[src/rtl/tlc_sequencer.sv]
// rtl/tlc_sequencer.sv - two-road traffic light Moore sequencer driving an external phase timer
// Optional pedestrian walk phase enabled by defining TLC_PED_EN.
module tlc_sequencer #(
    parameter int MAIN_MIN = 60,
    parameter int SIDE_T   = 30,
    parameter int YEL_T    = 5,
    parameter int RED_T    = 2
) (
    input  logic       clk,
    input  logic       reset,
    input  logic       side_req,
    input  logic [6:0] tmr_count,
`ifdef TLC_PED_EN
    input  logic       ped_req,
    output logic       walk,
`endif
    output logic       tmr_clear,
    output logic [2:0] main_light,
    output logic [2:0] side_light,
    output logic [2:0] state
);

    localparam logic [2:0] S_INIT     = 3'd0;
    localparam logic [2:0] S_MAIN_GRN = 3'd1;
    localparam logic [2:0] S_MAIN_YEL = 3'd2;
    localparam logic [2:0] S_RED_A    = 3'd3;
    localparam logic [2:0] S_SIDE_GRN = 3'd4;
    localparam logic [2:0] S_SIDE_YEL = 3'd5;
    localparam logic [2:0] S_RED_B    = 3'd6;

    localparam logic [2:0] L_RED = 3'b100;
    localparam logic [2:0] L_YEL = 3'b010;
    localparam logic [2:0] L_GRN = 3'b001;

    localparam logic [6:0] MAIN_LAST = 7'(MAIN_MIN - 1);
    localparam logic [6:0] SIDE_LAST = 7'(SIDE_T - 1);
    localparam logic [6:0] YEL_LAST  = 7'(YEL_T - 1);
    localparam logic [6:0] RED_LAST  = 7'(RED_T - 1);

    logic [2:0] next_state;
    logic       req_pend;
    logic       min_done;
    logic       serve_req;
    logic       main_hit;
    logic       enter_side;

`ifdef TLC_PED_EN
    logic ped_pend;
    assign serve_req = req_pend | ped_pend;
`else
    assign serve_req = req_pend;
`endif

    assign main_hit   = (tmr_count == MAIN_LAST);
    assign enter_side = (next_state == S_SIDE_GRN) && (state != S_SIDE_GRN);

    always_comb begin
        next_state = state;
        case (state)
            S_INIT:     next_state = S_MAIN_GRN;
            // min_done keeps the minimum satisfied after the timer wraps
            S_MAIN_GRN: if (serve_req && (min_done || main_hit)) next_state = S_MAIN_YEL;
            S_MAIN_YEL: if (tmr_count == YEL_LAST)  next_state = S_RED_A;
            S_RED_A:    if (tmr_count == RED_LAST)  next_state = S_SIDE_GRN;
            S_SIDE_GRN: if (tmr_count == SIDE_LAST) next_state = S_SIDE_YEL;
            S_SIDE_YEL: if (tmr_count == YEL_LAST)  next_state = S_RED_B;
            S_RED_B:    if (tmr_count == RED_LAST)  next_state = S_MAIN_GRN;
            default:    next_state = S_INIT;
        endcase
    end

    assign tmr_clear = reset | (next_state != state);

    always_comb begin
        main_light = L_RED;
        side_light = L_RED;
        case (state)
            S_MAIN_GRN: main_light = L_GRN;
            S_MAIN_YEL: main_light = L_YEL;
            S_SIDE_GRN: side_light = L_GRN;
            S_SIDE_YEL: side_light = L_YEL;
            default: ;
        endcase
    end

    always_ff @(posedge clk or posedge reset) begin
        if (reset) begin
            state    <= S_INIT;
            req_pend <= 1'b0;
            min_done <= 1'b0;
        end else begin
            state <= next_state;
            if (state == S_MAIN_GRN && next_state == S_MAIN_GRN)
                min_done <= min_done | main_hit;
            else
                min_done <= 1'b0;
            // clear on entry to side green wins over a simultaneous request
            if (enter_side)
                req_pend <= 1'b0;
            else if (side_req && state != S_SIDE_GRN)
                req_pend <= 1'b1;
        end
    end

`ifdef TLC_PED_EN
    always_ff @(posedge clk or posedge reset) begin
        if (reset) begin
            ped_pend <= 1'b0;
            walk     <= 1'b0;
        end else begin
            if (enter_side)
                ped_pend <= 1'b0;
            else if (ped_req)
                ped_pend <= 1'b1;
            if (enter_side)
                walk <= ped_pend;
            else if (next_state != S_SIDE_GRN)
                walk <= 1'b0;
        end
    end
`endif

endmodule

[config.mk]
export PLATFORM = sky130hd
export DESIGN_NAME = tlc_sequencer
export DESIGN_NICKNAME = d
export VERILOG_FILES = /design/src/rtl/tlc_sequencer.sv
export SDC_FILE = /design/constraint.sdc
export NUM_CORES = 1
export LEC_CHECK = 0
export ABC_AREA = 1
export BUFFER_PORTS_ARGS = -buffer_cell sky130_fd_sc_hd__buf_2
export CAP_MARGIN = 25
export CORE_MARGIN = 3
export CORE_UTILIZATION = 30
export CTS_BUF_LIST = sky130_fd_sc_hd__clkbuf_8
export CTS_CLUSTER_DIAMETER = 100
export DETAILED_ROUTE_END_ITERATION = 7
export PLACE_DENSITY_LB_ADDON = 0.05
export SKIP_CTS_REPAIR_TIMING = 1
export SLEW_MARGIN = 20
export SYNTH_ARGS = -nofsm -noshare
export SYNTH_HDL_FRONTEND = slang
export SYNTH_SLANG_ARGS = --single-unit
[constraint.sdc]
create_clock -name clk -period 3.5 [get_ports clk]
set_clock_uncertainty 0.15 [all_clocks]
set_input_delay 0.35 -clock clk [delete_from_list [all_inputs] [get_ports clk]]
set_output_delay 0.35 -clock clk [all_outputs]
set_load 0.005 [all_outputs]
==> report_table.html, run 1 <==
<table>
<tr><th>Metric</th><th>Value</th></tr>
<tr><th colspan="2">Outcome</th></tr>
<tr><td>Status</td><td>complete, no violations</td></tr>
<tr><th colspan="2">Die</th></tr>
<tr><td>Effective utilization at floorplan</td><td>around 34%</td></tr>
<tr><td>Die Area</td><td>roughly 2100 sq um</td></tr>
<tr><td>Area of the placeable core</td><td>1380 sq um</td></tr>
<tr><td>Die outline width</td><td>between 40 and 50 microns</td></tr>
<tr><td>Number of rows in the core area</td><td>13</td></tr>
<tr><td>Boundary pin count</td><td>20</td></tr>
<tr><td>Die boundary height</td><td>roughly 46 microns</td></tr>
<tr><th colspan="2">Cells and area</th></tr>
<tr><td>Util after Layout</td><td>between 40% and 50%</td></tr>
<tr><td>Most common cell after layout, fill and taps aside</td><td>nand2_1</td></tr>
<tr><td>Layout cell share with drive strength beyond 1</td><td>between 30% and 40%</td></tr>
<tr><td>Most frequent cells in the layout</td><td>nand2_1 (22), buf_2 (19), inv_1 (12), nor2_1 (9), nand3_1 (8)</td></tr>
<tr><td>Finished layout cell area</td><td>638 sq um</td></tr>
<tr><td>Number of standard cells in the layout, taps in and fillers out</td><td>115</td></tr>
<tr><td>Syn-to-layout area delta</td><td>36.0%</td></tr>
<tr><td>Post-layout net count</td><td>about 110</td></tr>
<tr><td>Inserted Diodes</td><td>0</td></tr>
<tr><th colspan="2">Worst setup path</th></tr>
<tr><td>Top cell by count, worst path</td><td>nand3_2</td></tr>
<tr><td>CP required</td><td>about 3000 ps</td></tr>
<tr><td>Peak fanout along the critical path</td><td>7</td></tr>
<tr><td>Critical Path End Type</td><td>output port</td></tr>
<tr><td>CP Class</td><td>reg -&gt; out</td></tr>
<tr><td>Delay of the slowest cell on the worst path</td><td>480 ps</td></tr>
<tr><td>Worst endpoint data arrival time</td><td>~1500 ps</td></tr>
<tr><td>Category of the worst setup path launch point</td><td>flop</td></tr>
<tr><td>Worst-path cell with the longest stage delay</td><td>dfrtp_1</td></tr>
<tr><td>Series of cell instances along the critical path</td><td>inv_2 -&gt; nor3_2 -&gt; nand3_2 -&gt; nand2_1 -&gt; nor2_2 -&gt; nand4_1 -&gt; nand3_2 -&gt; buf_2</td></tr>
<tr><th colspan="2">Drt</th></tr>
<tr><td>First DRT Iteration DRCs</td><td>6</td></tr>
<tr><td>Post-route DRC</td><td>0</td></tr>
<tr><td>Total wirelength of the detailed-routed design</td><td>1080 microns</td></tr>
<tr><td>Via density per instance</td><td>around 4.5</td></tr>
<tr><td>Met2 wirelength from detailed routing</td><td>495 microns</td></tr>
<tr><td>Via Count</td><td>517</td></tr>
<tr><td>Highest metal used</td><td>met4</td></tr>
<tr><td>Total routed wire length on the met1 layer</td><td>a little over 500 microns</td></tr>
<tr><td>1st-pass router iterations</td><td>4</td></tr>
<tr><td>Routed wire length on met3</td><td>between 60 and 70 microns</td></tr>
<tr><td>Average wire per cell in the routed design</td><td>9.40 microns</td></tr>
<tr><td>Count of nets left with antenna violations after detail routing</td><td>0</td></tr>
<tr><th colspan="2">Pwr</th></tr>
<tr><td>Power density relative to cell area</td><td>572 nW/um^2</td></tr>
<tr><td>Worst VDD drop</td><td>0.380 mV</td></tr>
<tr><td>Leakage dissipation</td><td>approximately 0.36 nW</td></tr>
<tr><th colspan="2">Placed design</th></tr>
<tr><td>Number of buffer cells added on primary ports</td><td>19</td></tr>
<tr><td>Weighted congestion at the end of routability-driven global placement</td><td>0.796</td></tr>
<tr><td>DP Wirelength</td><td>approximately 940 microns</td></tr>
<tr><td>Cell Area, Placed</td><td>between 500 and 600 sq um</td></tr>
<tr><td>Placed insts</td><td>110</td></tr>
<tr><th colspan="2">Synth</th></tr>
<tr><td>Number of warning messages in the yosys log</td><td>0</td></tr>
<tr><td>Seq cells post-synth</td><td>5</td></tr>
<tr><td>Cell count after synthesis</td><td>76</td></tr>
<tr><td>Count of different cell masters after synthesis</td><td>16</td></tr>
<tr><td>Total nets after synthesis</td><td>86</td></tr>
<tr><td>Post-synthesis sequential area ratio</td><td>a little over a quarter</td></tr>
<tr><td>Avg Inst Size Synth</td><td>between 6 and 7 sq um</td></tr>
<tr><td>Post-Synthesis Cell Area</td><td>469 sq um</td></tr>
<tr><th colspan="2">GRT</th></tr>
<tr><td>Total routing resource utilization after global routing</td><td>approximately 12%</td></tr>
<tr><td>Remaining Overflow, GRT</td><td>0</td></tr>
<tr><td>Pin count of the biggest net entering global routing</td><td>8</td></tr>
<tr><td>Number of global-route vias before repair</td><td>approximately 460</td></tr>
<tr><td>Number of antenna violations at the first check in global routing</td><td>0</td></tr>
<tr><td>First-pass GRT wire length</td><td>around 1800 microns</td></tr>
<tr><th colspan="2">STA</th></tr>
<tr><td>Pins over their slew limit</td><td>0</td></tr>
<tr><td>Final cycle utilization of the critical path</td><td>a little under 60%</td></tr>
<tr><td>Unrepaired setup endpoints after global routing</td><td>false</td></tr>
<tr><td>Max Fclk</td><td>around 490 MHz</td></tr>
<tr><td>Number of hold violations in the final report</td><td>0</td></tr>
<tr><td>Rel. slew slack</td><td>around 77%</td></tr>
<tr><td>Sum Neg Setup Slack</td><td>0 ps</td></tr>
<tr><td>Shortest clock period the worst path allows after layout</td><td>2020 ps</td></tr>
<tr><td>Number of setup violations in the final report</td><td>0</td></tr>
<tr><td>Tightest Pin Transition</td><td>336 ps</td></tr>
<tr><th colspan="2">CTS</th></tr>
<tr><td>Clock root cell</td><td>clkbuf_8</td></tr>
<tr><td>Number of clock sinks</td><td>5</td></tr>
<tr><td>Clock network latency to the later pin of the worst-skew pair</td><td>220 ps</td></tr>
<tr><td>Number of buffers inserted during clock tree synthesis</td><td>3</td></tr>
<tr><td>TritonCTS clock tree</td><td>yes</td></tr>
<tr><td># H-tree levels</td><td>1</td></tr>
<tr><td>Post-CTS clock slew at the launch and capture registers of the worst setup and hold paths</td><td>approximately 40 ps</td></tr>
<tr><td>Clock buffer depth</td><td>2</td></tr>
<tr><th colspan="2">Min path</th></tr>
<tr><td>Class of the tightest hold or removal check</td><td>in -&gt; reg</td></tr>
<tr><th colspan="2">Flow run</th></tr>
<tr><td>Maximum capacitance violations</td><td>0</td></tr>
</table>
[cell usage after synthesis, drive strengths merged]
cell	instances	area (sq um)
nor3	4	40.0
dfrtp	5	125
o2111ai	1	8.76
clkinv	1	5.00
o21ai	2	10.0
or2	1	6.26
inv	15	56.3
nand4	1	6.26
nand2	24	95.1
nand3	11	70.1
nor2	11	46.3
[sequential cells by signal (all words and copies together), names as in the netlist]
| signal | cells |
|---|---|
| state | 3 |
| req_pend | 1 |
| min_done | 1 |
[worst paths after layout]
path	start	endpoint	depth (start not counted)	slack [ps]
setup / recovery	state[2]$_DFF_PP0_	tmr_clear	8	1480
hold / removal	side_req	req_pend$_DFFE_PP0P_	5	310
setup reg to reg	state[2]$_DFF_PP0_	state[1]$_DFF_PP0_	4	2180
hold reg to reg	req_pend$_DFFE_PP0P_	req_pend$_DFFE_PP0P_	2	360
max in group asynchronous	reset	state[0]$_DFF_PP0_	3	2550
min in group asynchronous	reset	min_done$_DFF_PP0_	3	450
[cells by family (layout without fill, tap and decap cells)]
group,count (synthesis),after routing,synth area share [%]
buffers and inverters,16,40,13.1
AOI/OAI and AO/OA,3,3,4.00
and+or+nand+nor,52,52,56.3
DFF,5,5,26.7
[where the power goes]
group | switching [mW] | internal, mW
combinational | 0.100 | 0.0748
sequential | 0.0190 | 0.0700
clock | 0.0261 | 0.0750
total | 0.145 | 0.220
[metrics by stage]
| step | setup slack (ps) | hold WS [ps] | power (mW) |
|---|---|---|---|
| detailed placement | 1500 | 132 | 0.268 |
| global placement | 1520 | 131 | 0.268 |
| finish | 1480 | 309 | 0.365 |
| global route | 1310 | 352 | 0.403 |
| CTS | 1450 | -99.0 | 0.372 |
| floorplan | 1850 | -5.29 | 0.207 |
[critical path, delay by kind of cell (launching register included)]
kind	cells	cell delay (ps)
buffers and inverters	2	230
flip-flops	1	480
AND/OR/NAND/NOR	6	610
[layout make-up]
| class | count | area (sq um) |
|---|---|---|
| inverter | 16 | 61.3 |
| fill | 149 | 744 |
| tap | 15 | 18.8 |
| clock inverter | 1 | 3.75 |
| multi-input combinational | 55 | 283 |
| clock buffer | 3 | 41.3 |
| timing repair buffer | 20 | 105 |
| sequential | 5 | 125 |
[metal layers]
layer | vias up | track usage (%)
li1 | 284 | -
met1 | 218 | 15.8
met2 | 13 | 19.8
met3 | 2 | 2.37
met4 | 0 | 5.26
met5 | - | 0
Note: power is estimated with default switching activity, not from simulation.
==> inputs of run 2 (changes only) <==
==> constraint.sdc (replaced) <==
create_clock -name clk -period 1.98 [get_ports clk]
set_clock_uncertainty 0.15 [all_clocks]
set_input_delay 0.198 -clock clk [delete_from_list [all_inputs] [get_ports clk]]
set_output_delay 0.198 -clock clk [all_outputs]
set_load 0.005 [all_outputs]
==> report_table.html, run 2 (synthesis gave the netlist of run 1 again) <==
<table>
<tr><th>Metric</th><th>Value</th></tr>
<tr><th colspan="2">STA</th></tr>
<tr><td>Worst setup slack after layout</td><td>roughly 130 ps</td></tr>
<tr><td>Hold Worst Slack</td><td>between 150 and 200 ps</td></tr>
<tr><td>Pins over their slew limit</td><td>0</td></tr>
<tr><td>Rel. slew slack</td><td>between 70 and 80%</td></tr>
<tr><td>Unrepaired setup endpoints after global routing</td><td>false</td></tr>
<tr><td>Number of hold violations in the final report</td><td>0</td></tr>
<tr><td>Number of setup violations in the final report</td><td>0</td></tr>
<tr><td>Shortest clock period the worst path allows after layout</td><td>1850 ps</td></tr>
<tr><td>Final cycle utilization of the critical path</td><td>93.5%</td></tr>
<tr><td>Tightest Pin Transition</td><td>337 ps</td></tr>
<tr><td>Max Fclk</td><td>~540 MHz</td></tr>
<tr><td>Sum Neg Setup Slack</td><td>0 ps</td></tr>
<tr><th colspan="2">Worst setup path</th></tr>
<tr><td>Series of cell instances along the critical path</td><td>inv_2 -&gt; nor3_2 -&gt; nand2_1 -&gt; nand2_1 -&gt; clkinv_2 -&gt; nand4_1 -&gt; nand3_2 -&gt; buf_2</td></tr>
<tr><td>R2R Path End</td><td>req_pend$_DFFE_PP0P_</td></tr>
<tr><td>Peak fanout along the critical path</td><td>6</td></tr>
<tr><td>Logic depth of the worst setup path including buffers</td><td>8</td></tr>
<tr><td>CP required</td><td>1630 ps</td></tr>
<tr><td>Startpoint of the most critical setup path</td><td>state[1]$_DFF_PP0_</td></tr>
<tr><td>Category of the worst setup path launch point</td><td>flop</td></tr>
<tr><td>Worst-path cell with the longest stage delay</td><td>dfrtp_2</td></tr>
<tr><td>CP Class</td><td>reg -&gt; out</td></tr>
<tr><td>Delay of the slowest cell on the worst path</td><td>~460 ps</td></tr>
<tr><td>R2r worst-path depth</td><td>5</td></tr>
<tr><td>Worst endpoint data arrival time</td><td>around 1500 ps</td></tr>
<tr><td>Last element of the critical path</td><td>tmr_clear</td></tr>
<tr><td>Critical Path End Type</td><td>output port</td></tr>
<tr><td>Crit path buf inv count</td><td>3</td></tr>
<tr><td>Register-to-register setup slack</td><td>between 600 and 700 ps</td></tr>
<tr><td>Top cell by count, worst path</td><td>nand2_1</td></tr>
<tr><td>Worst R2R Start</td><td>state[1]$_DFF_PP0_</td></tr>
<tr><td>Dominant delay contributor by cell family on the critical path</td><td>simple AND/OR/NAND/NOR gates</td></tr>
<tr><th colspan="2">Placed design</th></tr>
<tr><td>Number of buffer cells added on primary ports</td><td>19</td></tr>
<tr><td>Weighted congestion at the end of routability-driven global placement</td><td>0.792</td></tr>
<tr><td>Worst Setup Slack post-DPL</td><td>about 290 ps</td></tr>
<tr><td>DP Wirelength</td><td>between 900 and 1000 microns</td></tr>
<tr><th colspan="2">GRT</th></tr>
<tr><td>Number of antenna violations at the first check in global routing</td><td>0</td></tr>
<tr><td>First-pass GRT wire length</td><td>a little under 2000 microns</td></tr>
<tr><td>Number of global-route vias before repair</td><td>between 400 and 500</td></tr>
<tr><td>Pin count of the biggest net entering global routing</td><td>8</td></tr>
<tr><td>Remaining Overflow, GRT</td><td>0</td></tr>
<tr><td>Total routing resource utilization after global routing</td><td>13.8%</td></tr>
<tr><th colspan="2">Cells and area</th></tr>
<tr><td>Layout cell share with drive strength beyond 1</td><td>42.0%</td></tr>
<tr><td>Most frequent cells in the layout</td><td>nand2_1 (22), buf_2 (19), inv_1 (12), nor2_1 (8), nand3_1 (8)</td></tr>
<tr><td>Largest reg by FF count</td><td>state</td></tr>
<tr><td>Number of flip-flops in the largest register</td><td>3</td></tr>
<tr><td>Biggest regs</td><td>state x3, min_done x1, req_pend x1</td></tr>
<tr><td>Most common cell after layout, fill and taps aside</td><td>nand2_1</td></tr>
<tr><td>Inserted Diodes</td><td>0</td></tr>
<tr><td>Syn-to-layout area delta</td><td>42.9%</td></tr>
<tr><td>Post-layout net count</td><td>111</td></tr>
<tr><th colspan="2">Die</th></tr>
<tr><td>Die boundary height</td><td>~46 microns</td></tr>
<tr><td>Number of rows in the core area</td><td>13</td></tr>
<tr><td>Effective utilization at floorplan</td><td>33.9%</td></tr>
<tr><td>Boundary pin count</td><td>20</td></tr>
<tr><td>Die Area</td><td>a little over 2000 sq um</td></tr>
<tr><td>Die outline width</td><td>45.5 microns</td></tr>
<tr><td>Area of the placeable core</td><td>about 1400 sq um</td></tr>
<tr><th colspan="2">Min path</th></tr>
<tr><td>Class of the tightest hold or removal check</td><td>in -&gt; reg</td></tr>
<tr><th colspan="2">CTS</th></tr>
<tr><td>Number of clock sinks</td><td>5</td></tr>
<tr><td>Post-CTS clock slew at the launch and capture registers of the worst setup and hold paths</td><td>~40 ps</td></tr>
<tr><td>Clock buffer depth</td><td>2</td></tr>
<tr><td># H-tree levels</td><td>1</td></tr>
<tr><td>Clock network latency to the later pin of the worst-skew pair</td><td>between 200 and 250 ps</td></tr>
<tr><td>TritonCTS clock tree</td><td>yes</td></tr>
<tr><td>Number of buffers inserted during clock tree synthesis</td><td>3</td></tr>
<tr><td>Clock root cell</td><td>clkbuf_8</td></tr>
<tr><th colspan="2">Drt</th></tr>
<tr><td>First DRT Iteration DRCs</td><td>4</td></tr>
<tr><td>Total wirelength of the detailed-routed design</td><td>between 1000 and 1500 microns</td></tr>
<tr><td>1st-pass router iterations</td><td>4</td></tr>
<tr><td>Average wire per cell in the routed design</td><td>roughly 10 microns</td></tr>
<tr><td>Via density per instance</td><td>around 4.7</td></tr>
<tr><td>Post-route DRC</td><td>0</td></tr>
<tr><td>Count of nets left with antenna violations after detail routing</td><td>0</td></tr>
<tr><td>Via Count</td><td>about 540</td></tr>
<tr><th colspan="2">Pwr</th></tr>
<tr><td>Internal power</td><td>0.397 mW</td></tr>
<tr><td>Net switching power</td><td>between 0.2 and 0.3 mW</td></tr>
<tr><td>Clk network pwr share</td><td>a little over a quarter</td></tr>
<tr><td>Relative contribution of combinational cells to total power</td><td>between 40% and 50%</td></tr>
<tr><td>Share of total power consumed by net switching</td><td>42.0%</td></tr>
<tr><td>Part of the total power dissipated in sequential elements</td><td>~26%</td></tr>
<tr><td>Worst VDD drop</td><td>about 0.44 mV</td></tr>
<tr><td>Leakage dissipation</td><td>roughly 0.36 nW</td></tr>
<tr><td>Power density relative to cell area</td><td>1020 nW/um^2</td></tr>
<tr><th colspan="2">Outcome</th></tr>
<tr><td>Status</td><td>complete, no violations</td></tr>
<tr><th colspan="2">Flow run</th></tr>
<tr><td>Maximum capacitance violations</td><td>0</td></tr>
</table>
run 2: cell count changes in the layout (fill, tap and decap cells not counted), moves of 2 or more:
cell     before  now
dfrtp_1       5    2
dfrtp_2       0    3
inv_2         4    2
nor2_4        0    2
inv_4         0    2
run 2: metal layers:
layer	part of all wire, %	vias up	track usage [%]	wire [microns]
met3	5.0	4	2.37	60
met2	44	15	21.4	519
li1	-	285	-	-
met4	3.3	0	12.3	39
met5	0	-	0	0
met1	48	235	15.9	572
run 2: worst min path at each step:
stage / start / depth (start not counted) / slack [ps] / endpoint
6_report: side_req / 5 / 170 / req_pend$_DFFE_PP0P_
5_1_grt: side_req / 5 / 220 / req_pend$_DFFE_PP0P_
4_1_cts: reset / 2 / -250 / state[2]$_DFF_PP0_
3_5_place_dp: reset / 2 / -20 / req_pend$_DFFE_PP0P_
3_3_place_gp: reset / 2 / -20 / req_pend$_DFFE_PP0P_
2_1_floorplan: reset / 1 / -160 / min_done$_DFF_PP0_
run 2: cell type report:
| type | instances | area [sq um] |
|---|---|---|
| multi-input combinational | 55 | 307 |
| tap | 15 | 18.8 |
| clock buffer | 3 | 41.3 |
| fill | 140 | 712 |
| clock inverter | 1 | 3.75 |
| inverter | 16 | 66.3 |
| sequential | 5 | 129 |
| timing repair buffer | 20 | 105 |
run 2: through the flow:
step	utilization [%]	std cells	total power [mW]	instance area, sq um
final	48.5	115	0.685	671
after global routing	48.5	115	0.743	671
after CTS	45.4	114	0.663	628
after detailed placement	42.2	110	0.474	583
after global placement	42.2	110	0.474	583
after floorplan	-	76	0.365	469
run 2: power by group through the flow:
stage               clock [mW]  sequential, mW  combinational (mW)
floorplan                    0           0.159               0.206
global placement             0           0.160               0.314
detailed placement           0           0.161               0.313
CTS                      0.189           0.160               0.314
global route             0.201           0.181               0.362
finish                   0.186           0.177               0.321
run 2: worst reg2reg max path, stage by stage, from the launching register on:
cell     delay [ps]
dfrtp_2         460
inv_2            80
nor3_2          240
nand3_1         140
o21ai_1         100
inv_1            60
